`config.mk`:
```
export PLATFORM = sky130hd
export DESIGN_NAME = arb_3to1_rr
export DESIGN_NICKNAME = d
export VERILOG_FILES = /design/src/rtl/arb_3to1_rr.sv
export SDC_FILE = /design/constraint.sdc
export NUM_CORES = 1
export LEC_CHECK = 0
export BUFFER_PORTS_ARGS = -buffer_cell sky130_fd_sc_hd__buf_2
export CAP_MARGIN = 0
export CORE_AREA = 2 2 39 41
export DETAILED_ROUTE_END_ITERATION = 12
export DIE_AREA = 0 0 41 43
export MAX_ROUTING_LAYER = met4
export SYNTH_ARGS = -nofsm -noshare
export SYNTH_HDL_FRONTEND = slang
export SYNTH_SLANG_ARGS = --single-unit
```
`constraint.sdc`:
```
create_clock -name clk -period 2.5 [get_ports clk]
set_input_delay 0 -clock clk [delete_from_list [all_inputs] [get_ports clk]]
set_output_delay 0 -clock clk [all_outputs]
set_load 0.02 [all_outputs]
```
`src/rtl/arb_3to1_rr.sv`:
```
// Round-robin arbiter for three requesters sharing one 3:1 select stage.
// Define ARB_TIMEOUT_EN to enable the MAX_HOLD forced-release limit.
module arb_3to1_rr #(
    parameter int MAX_HOLD = 8
) (
    input  logic       clk,
    input  logic       reset_n,
    input  logic [2:0] req,
    output logic [2:0] gnt,
    output logic       gnt_valid,
    output logic [1:0] sel,
    output logic       timeout
);

    typedef enum logic {
        IDLE  = 1'b0,
        OWNED = 1'b1
    } state_t;

    state_t     state_reg, state_next;
    logic [1:0] last_reg, last_next;
    logic [2:0] gnt_reg, gnt_next;
    logic [1:0] sel_reg, sel_next;
    logic       gnt_valid_reg;
    logic [3:0] cand;
    logic [1:0] order [3];
    logic       pick_found;
    logic [1:0] pick_idx;
    logic       owner_req;
    logic       take;
    logic       expire;

    // The owner is masked out, so a forced release can never re-pick it.
    assign cand      = {1'b0, req & ~gnt_reg};
    assign owner_req = |(req & gnt_reg);

    genvar gi;
    generate
        for (gi = 0; gi < 3; gi++) begin : g_order
            logic [2:0] pos;
            assign pos       = {1'b0, last_reg} + 3'(gi + 1);
            assign order[gi] = (pos >= 3'd3) ? 2'(pos - 3'd3) : pos[1:0];
        end
    endgenerate

    always_comb begin
        pick_found = 1'b0;
        pick_idx   = 2'd0;
        for (int k = 2; k >= 0; k--) begin
            if (cand[order[k]]) begin
                pick_found = 1'b1;
                pick_idx   = order[k];
            end
        end
    end

`ifdef ARB_TIMEOUT_EN
    logic [3:0] hold_reg, hold_next;
    logic       timeout_reg, timeout_next;

    // hold_reg counts completed owned cycles, so MAX_HOLD-1 marks the last one.
    assign expire = (hold_reg == 4'(MAX_HOLD - 1));
`else
    assign expire = 1'b0;
`endif

    always_comb begin
        state_next = state_reg;
        last_next  = last_reg;
        gnt_next   = gnt_reg;
        take       = 1'b0;
        case (state_reg)
            IDLE: begin
                if (pick_found) take = 1'b1;
            end
            OWNED: begin
                if (!owner_req) begin
                    if (pick_found) begin
                        take = 1'b1;
                    end else begin
                        state_next = IDLE;
                        gnt_next   = 3'b000;
                    end
                end else if (expire && pick_found) begin
                    take = 1'b1;
                end
            end
            default: state_next = IDLE;
        endcase
        if (take) begin
            state_next = OWNED;
            last_next  = pick_idx;
            gnt_next   = 3'(3'b001 << pick_idx);
        end
    end

    always_comb begin
        sel_next = 2'b00;
        case (gnt_next)
            3'b010:  sel_next = 2'b10;
            3'b100:  sel_next = 2'b11;
            default: sel_next = 2'b00;
        endcase
    end

    always_ff @(posedge clk or negedge reset_n) begin
        if (!reset_n) begin
            state_reg     <= IDLE;
            last_reg      <= 2'd2;
            gnt_reg       <= 3'b000;
            sel_reg       <= 2'b00;
            gnt_valid_reg <= 1'b0;
        end else begin
            state_reg     <= state_next;
            last_reg      <= last_next;
            gnt_reg       <= gnt_next;
            sel_reg       <= sel_next;
            gnt_valid_reg <= |gnt_next;
        end
    end

`ifdef ARB_TIMEOUT_EN
    always_comb begin
        hold_next    = hold_reg;
        timeout_next = (state_reg == OWNED) && owner_req && expire && pick_found;
        if (take) begin
            hold_next = 4'd0;
        end else if (state_next == OWNED) begin
            if (expire) begin
                hold_next = 4'd0;
            end else if (hold_reg < 4'(MAX_HOLD)) begin
                hold_next = hold_reg + 4'd1;
            end
        end
    end

    always_ff @(posedge clk or negedge reset_n) begin
        if (!reset_n) begin
            hold_reg    <= 4'd0;
            timeout_reg <= 1'b0;
        end else begin
            hold_reg    <= hold_next;
            timeout_reg <= timeout_next;
        end
    end

    assign timeout = timeout_reg;
`else
    assign timeout = 1'b0;
`endif

    assign gnt       = gnt_reg;
    assign gnt_valid = gnt_valid_reg;
    assign sel       = sel_reg;

endmodule

```
; ---- Yosys cells after proc, flatten, opt, wreduce, memory -nomap -nowiden
; Cells that the tools add are included.
; Widths: inputs -> output; s select.
[word_totals]
output_inout_bits = 7
rom_bits = 0
latchBits = 0
in_bits = 5
register_bits = 9
ram_bits = 0
wordCells = 52
memories = 0
[op_classes]
addsub = 6
mux = 26
shift = 1
n_div = 0
n_reduce_logical = 2
bitwise_logic = 4
mul = 0
n_eq_ne = 2
magnitude_cmp = 6
[ops]
columns = cell, count
row1 = $mux 2, 6
row2 = $mux 3, 4
row3 = $mux 1, 11
row4 = $ge 3x2->1 const B, 3
row5 = $lt 2x3->1 const B, 3
row6 = $add 2x2->3 const B, 2
row7 = $and 3x3->3, 2
row8 = $bmux 1 s2, 3
row9 = $reduce_or 3->1, 2
row10 = $sub 2x2->2 const B, 3
row11 = $pmux 2 s2, 1
row12 = $add 2x1->3 const B, 1
row13 = $eq 3x2->1 const B, 1
row14 = $eq 3x3->1 const B, 1
row15 = $not 3->3, 1
row16 = $shl 1x2->3 const A, 1
row17 = $pmux 1 s2, 1
row18 = $not 1->1, 1

; ---- Logic depth before layout (Yosys ltp)
; Gate-level depths: netlist of run 1.
[depth]
ltp_word = 14
mapped_depth = 7
mapped_depth_nobuf = 7

; ---- Worst setup path after synthesis of run 1
; Ideal clock, no wire load.
[synth_timing]
kind = flip-flop to flip-flop
startpoint = register last_reg[1]
endpoint = register sel_reg[1] (netlist: sel[1])
stages_incl_launch_ff = 8
required_ns = 2.396
path_buffers = 0
setup_ns = 0.104
arrival_time_ns = 1.867
synth_period_minus_slack_ns = 1.971
path_slack_ns = 0.529
path_cell_list = dfstp_2 > inv_1 > ha_1 > and4bb_2 > or2_0 > nor3_1 > a21oi_1 > o311ai_1
[synth_between]
elab_chain_len = 14
word_cells_on_any_way = 35
cone_classes = add/sub: 6 / order compare: 3 / eq/ne: 2 / shift: 1 / mux: 23
[synth_lines]
columns = item, line
row1 = start: declaration, 21  ; logic [1:0] last_reg, last_next;
row2 = start signal: assignment, 115  ; last_reg <= last_next;
row3 = $add 2x2->3, 41  ; assign pos = {1'b0, last_reg} + 3'(gi + 1);
row4 = $ge 3x2->1 or $sub 2x2->2 (tied branches), 42  ; assign order[gi] = (pos >= 3'd3) ? 2'(pos - 3'd3) : pos[1:0];
row5 = $mux 2, 42
row6 = $bmux 1 s2, 50  ; if (cand[order[k]]) begin
row7 = $mux 1 (implied by the code), 50
row8 = $mux 1 (3 in series), 50
row9 = $mux 1 or $mux 3 (tied branches), "74, 78"
row10 = $mux 1 or $mux 3 (tied branches), 77  ; if (!owner_req) begin
row11 = $pmux 1 s2 or $mux 3 (tied branches), 72  ; case (state_reg)
row12 = $mux 3 (*), 90  ; if (take) begin
row13 = $eq 3x3->1 or $eq 3x2->1 (tied branches), 99  ; case (gnt_next)
row14 = $pmux 2 s2 (*), 99
row15 = via sel_next[1], 23  ; logic [1:0] sel_reg, sel_next;
row16 = end signal: assignment, 117  ; sel_reg <= sel_next;
row17 = end: declaration, 23
; The timed path passes the listed nets; every way through them passes the cells marked *. The select of a mux whose other input is x is not followed.
; A chain may end at the register's enable or synchronous reset.

; ---- Final worst setup path of run 1
; Ends and elaborated chain as after synthesis.

==> results of run 1 <==
critical path: cells and delay by family, from the launching register on:
| kind | cells | cell delay [ps] |
|---|---|---|
| compound gates | 2 | 490 |
| buf+inv | 1 | 60 |
| simple gates | 3 | 620 |
| fa+ha+maj | 1 | 370 |
| flops | 1 | 530 |
power by group through the flow:
stage / Sequential [mW] / Clock [mW] / Combinational [mW]
after global routing: 0.288 / 0.121 / 0.620
after global placement: 0.281 / 0 / 0.554
after CTS: 0.279 / 0.116 / 0.559
final: 0.282 / 0.111 / 0.559
after floorplan: 0.320 / 0 / 0.378
after detailed placement: 0.281 / 0 / 0.555
layout by cell type, fill, tap and decap left out, types with 2 or more instances in the layout:
cell | synthesis | routed
a21oi_1 | 3 | 3
a41o_1 | 2 | 2
buf_2 | 0 | 10
clkbuf_4 | 0 | 3
dfrtp_1 | 8 | 8
ha_1 | 3 | 3
inv_1 | 6 | 6
nand2_1 | 4 | 4
nor2_1 | 2 | 2
nor2b_1 | 4 | 4
nor3_1 | 2 | 2
o21ai_0 | 9 | 9
cell usage after synthesis:
cell	n
a21o_1	1
a41o_1	2
a222oi_1	1
o32ai_1	1
nor3_1	2
ha_1	3
buf_4	1
inv_1	6
or2_0	1
nor2b_1	4
nand3_1	1
o311ai_1	1
and4bb_2	1
or4_4	1
conb_1	1
xnor2_1	1
and4b_1	1
o21ai_0	9
a21oi_1	3
nor3b_2	1
a221oi_1	1
nand2_1	4
nor2_1	2
nor4_1	1
dfrtp_1	8
o41ai_1	1
nand2b_1	1
dfstp_2	1
cell families after synthesis:
family | synth area share [%]
AOI/OAI and AO/OA | 23.4
and+or+nand+nor | 22.5
DFF | 40.0
buffers and inverters | 5.30
adders and majority gates | 6.62
xor gates and xnor gates | 1.55
other | 0.662
per-layer routing:
layer,up-vias,global-route usage (%),share of wire (%)
li1,249,-,-
met3,4,1.57,2.8
met4,0,14.0,2.6
met5,-,-,0
met1,245,21.1,48
met2,9,23.1,46
final timing paths:
| check | startpoint | end | slack, ps | cells after the start |
|---|---|---|---|---|
| worst max register to register | last_reg[1]$_DFFE_PN1N_ | sel[1]$_DFF_PN0_ | 310 | 7 |
| worst max-delay path | last_reg[1]$_DFFE_PN1N_ | sel[1]$_DFF_PN0_ | 310 | 7 |
| max in group asynchronous | reset_n | last_reg[1]$_DFFE_PN1N_ | 2130 | 2 |
| min in group clk | req[0] | state_reg$_DFF_PN0_ | 170 | 4 |
| worst min register to register | state_reg$_DFF_PN0_ | state_reg$_DFF_PN0_ | 550 | 2 |
| worst min-delay path | reset_n | gnt[2]$_DFF_PN0_ | 120 | 2 |
per-stage QoR:
step / utilization (%) / hold slack [ps] / cell area (µm²) / power [mW] / instances
3_5_place_dp: 45.5 / -141 / 629 / 0.836 / 86
4_1_cts: 48.1 / 113 / 666 / 0.954 / 91
5_1_grt: 48.1 / 149 / 666 / 1.03 / 91
3_3_place_gp: 45.5 / -141 / 629 / 0.834 / 86
6_report: 48.1 / 120 / 666 / 0.952 / 91
2_1_floorplan: - / -296 / 567 / 0.698 / 61
repair_timing:
action	4_1_cts	5_1_grt
hold endpoints to repair	9	0
hold buffers	1	0
setup endpoints to repair	0	0
buffers inserted	0	0
gates resized for setup	0	0
area by class of cell:
cell class	instances	area, µm²
Clock buffer	4	26.3
Fill cell	149	718
Inverter	6	22.5
Multi-Input combinational cell	45	310
Sequential cell	9	226
Tap cell	16	20.0
Timing Repair Buffer	11	60.1
==> results.tsv, run 1 <==
metric	value	unit
status	finished clean	
Hold/Removal Path Class	input port to asynchronous set/reset pin	
CTS Buf Count	3	
num ports	12	
Total Routed Length	1.21	mm
vias in the first global route	449	
layout cells sized above 1	22.7	%
CTS H-tree depth	1	
Area Growth Syn to Fin	17.4	%
Die Area	1760	µm²
cell taking the most area after synthesis	dfrtp_1	
ANT nets after route	0	
crit path DAT	2340	ps
minimum clock period	2190	ps
Setup crit start kind	flip-flop	
setup_tns	0	ps
unrepaired setup endpoints after global routing	no	
Clock Power Share	11.7	%
Root Driver	clkbuf_4	
PwrDens	1430	nW/µm²
slowest cell on the critical path	dfstp_2	
DRC	0	
starting density of the core	41.0	%
Setup WS post-layout	308	ps
first-pass GRT wire length	1.87	mm
critical path type	flip-flop to flip-flop	
worst-case clock buffer depth	2	
Cell variety after synth	28	
height of the die	43	µm
max incr delay on CP	530	ps
Syn Nets	69	
Clock Sinks	9	
largest net degree at the start of global routing	10	
sw frac	47.2	%
CP cell instances	inv_1, ha_1, and4b_1, or2_0, nor3_1, a21oi_1, o311ai_1	
Tot GR Track Use	16.8	%
antenna cells	0	
post-detail-place hpwl	892	µm
Core ar.	1380	µm²
pins over their slew limit	0	
First-pass DRT Iterations	4	
switching power	449	µW
Fmax	456	MHz
crit share post-route	87.7	%
cell row count	14	
Worst IR Drop VDD	0.504	mV
final setup vio count	0	
Detailed Route Iter0 Violations	16	
synth top area cells	dfrtp_1, o21ai_0, ha_1	
Max Cap Viol	0	
Worst Setup End Kind	flip-flop	
I/O Buffers	10	
Mapped Avg Cell Area	9.29	µm²
Final nets	84	
Comb pwr share	58.7	%
Synth Register Bits	9	
max reg flops	3	
Die W	41	µm
Vias	507	
Required @ worst endpoint	2640	ps
CTS clk-pin slew, worst paths	60	ps
Mapped Area	567	µm²
yosys synthesis warning count	0	
Pint	502	µW
Congestion Overflow GR	0	
vias per cell	5.57	
initial antenna violation count	0	
worst clock skew	8.60	ps
sequential share of the synthesized area	40.0	%
CP Max Fanout	8	
Placer Congestion	0.790	
final hold violations	0	
Clock Latency Late Sink	260	ps
CTS tree	done	
Flop pwr share	29.6	%
Post-Synthesis Cells	61	
pre-CTS setup slack	329	ps
top-area cell type share of the netlist area	35.3	%
LEAKAGE	0.310	nW
WL/cell	13.3	µm
Note: power is estimated with default switching activity, not from simulation.
==> inputs of run 2 (changes only) <==
ABC_AREA = 1   (was not set)
CORE_AREA = not set   (was 2 2 39 41)
CORE_UTILIZATION = 45   (was not set)
DIE_AREA = not set   (was 0 0 41 43)
PLACE_DENSITY = 0.67   (was not set)
==> results.tsv, run 2 <==
metric	value	unit	change
Primary FF master, synth	dfrtp_1		
FF-to-FF Start	last_reg[1]$_DFFE_PN1N_		
worst-case clock buffer depth	2		unchanged
initial antenna violation count	0		unchanged
Congestion Overflow GR	0		unchanged
Die W	40.5	µm	-1.1%
Worst IR Drop VDD	0.756	mV	+50%
I/O Buffers	10		unchanged
most frequent cells after synthesis	nand2_1, inv_1, nand3_1		
pins over their slew limit	0		unchanged
status	finished clean		
sequential share of the synthesized area	33.9	%	-6.1 points
vias in the first global route	444		-1.1%
height of the die	40.5	µm	-5.7%
layout cells sized above 1	34.9	%	+12 points
Setup WS post-layout	340	ps	+32.6 ps
WL/cell	9.91	µm	-25%
Detailed Route Iter0 Violations	8		-8
worst clock skew	4.97	ps	-3.63 ps
Root Driver	clkbuf_4		
Required @ worst endpoint	2640	ps	about the same
Setup crit start kind	flip-flop		
top-area cell type share of the netlist area	30.0	%	-5.4 points
crit path DAT	2300	ps	-40 ps
LEAKAGE	0.430	nW	+39%
DRC	0		unchanged
CP startpoint	last_reg[1]$_DFFE_PN1N_		
CTS tree	done		
Tot GR Track Use	17.6	%	+0.78 points
post-detail-place hpwl	977	µm	+9.6%
num ports	12		unchanged
First-pass DRT Iterations	4		unchanged
Mapped Area	668	µm²	+18%
Worst Setup End Kind	flip-flop		
Final nets	115		+37%
number of synthesized flops with an enable pin	0		unchanged
synth top area cells	dfrtp_1, nand2_1, nand3_1		
antenna cells	0		unchanged
most numerous cell in the Yosys netlist	nand2_1		
cell row count	13		-1
unrepaired setup endpoints after global routing	no		
Hold/Removal Path Class	input port to asynchronous set/reset pin		
Synth Register Bits	9		unchanged
Total Routed Length	1.20	mm	-0.91%
most common cell after layout, fill and taps aside	nand2_1		
critical path type	flip-flop to flip-flop		
max reg flops	3		unchanged
max incr delay on CP	530	ps	about the same
Vias	562		+11%
FF-to-FF End	sel[1]$_DFF_PN0_		
Clock Latency Late Sink	250	ps	about the same
crit share post-route	86.4	%	-1.3 points
vias per cell	4.64		-17%
cell depth of the worst flop-to-flop path	15		+8
largest net degree at the start of global routing	10		unchanged
Syn Nets	100		+45%
yosys synthesis warning count	0		unchanged
minimum clock period	2160	ps	-32.6 ps
CP Max Fanout	7		-1
Fmax	463	MHz	+1.5%
final hold violations	0		unchanged
Max Cap Viol	0		unchanged
CTS H-tree depth	1		unchanged
pre-CTS setup slack	355	ps	+25.5 ps
CTS Buf Count	3		unchanged
most frequent cells in the layout	nand2_1, inv_1, nand3_1, buf_2, dfrtp_1		
Async S/R FF share, synth	100	%	unchanged
final setup vio count	0		unchanged
setup slack, reg-to-reg	340	ps	+30 ps
Area Growth Syn to Fin	14.6	%	
Clock Sinks	9		unchanged
Mapped Avg Cell Area	7.26	µm²	-22%
starting density of the core	50.1	%	+9.1 points
Setup Buffers After CTS	0		unchanged
CTS clk-pin slew, worst paths	60	ps	about the same
CP cell instances	inv_1, ha_1, inv_2, nand2_1, nand2_1, nor2_2, nor2_2, nor2_4, nand2_2, nand2_2, nand3_1, nand2_2, inv_2, nand3_1, nand2_1		
Die Area	1640	µm²	-6.8%
Cell variety after synth	21		-25%
slowest cell on the critical path	dfstp_2		
cell taking the most area after synthesis	dfrtp_1		
setup_tns	0	ps	unchanged
Placer Congestion	0.740		-6.3%
PwrDens	1490	nW/µm²	+4.1%
first-pass GRT wire length	1.73	mm	-7.4%
ANT nets after route	0		unchanged
Core ar.	1330	µm²	-3.6%
Post-Synthesis Cells	92		+51%
## run 2: area by class of cell
type,count,area [µm²]
fillers,121,568
inverters,16,61.3
flip-flops and latches,9,226
multi-input cells,66,373
clock buffers,4,26.3
well taps,15,18.8
repair buffers,11,60.1
## run 2: how the worst max path moves through the flow
stage | endpoint | slack (ps) | cells past startpoint
after floorplan | sel[1]$_DFF_PN0_ | 510 | 15
after global placement | sel[1]$_DFF_PN0_ | 370 | 15
after detailed placement | sel[1]$_DFF_PN0_ | 350 | 15
after CTS | sel[1]$_DFF_PN0_ | 330 | 13
after global routing | sel[1]$_DFF_PN0_ | 150 | 15
final | sel[1]$_DFF_PN0_ | 340 | 15
## run 2: worst max-delay path, delay by kind of cell, from the launching register on
| kind | cells | cell delay, ps |
|---|---|---|
| fa+ha+maj | 1 | 420 |
| buf+inv | 3 | 210 |
| flops | 1 | 530 |
| simple gates | 11 | 890 |
## run 2: cell families after synthesis
group	synth area share (%)
AND/OR/NAND/NOR	42.9
adder cells (fa/ha/maj)	5.62
buffers and inverters	10.3
other	0.561
AO/OA/AOI/OAI	6.74
flip-flops	33.9
## run 2: report_power, final
group          switching (mW)  leakage [nW]  internal, mW
Sequential             0.0365         0.110         0.210
Clock                  0.0469        0.0150        0.0613
Combinational           0.522         0.306         0.263
## run 2: metrics by stage
step | total power [mW] | instances | instance area (µm²) | util, % | hold slack [ps]
final | 1.14 | 121 | 766 | 57.4 | 134
after CTS | 1.15 | 121 | 766 | 57.4 | 116
after global routing | 1.25 | 121 | 766 | 57.4 | 151
after global placement | 1.02 | 116 | 729 | 54.7 | -148
after detailed placement | 1.03 | 116 | 729 | 54.7 | -144
after floorplan | 0.889 | 92 | 668 | - | -296
## run 2: repair_timing
action,4_1_cts,5_1_grt
resized for setup,0,0
hold endpoints to repair,9,0
hold buffers,1,0
## run 2: per-layer routing
metal  wire, µm  vias to the layer above  global-route usage, %
met1        613                      237                   20.6
met5          0                        -                      -
met4          0                        0                   5.00
li1           -                      317                      -
met3         37                        0                   8.33
met2        548                        8                   26.6
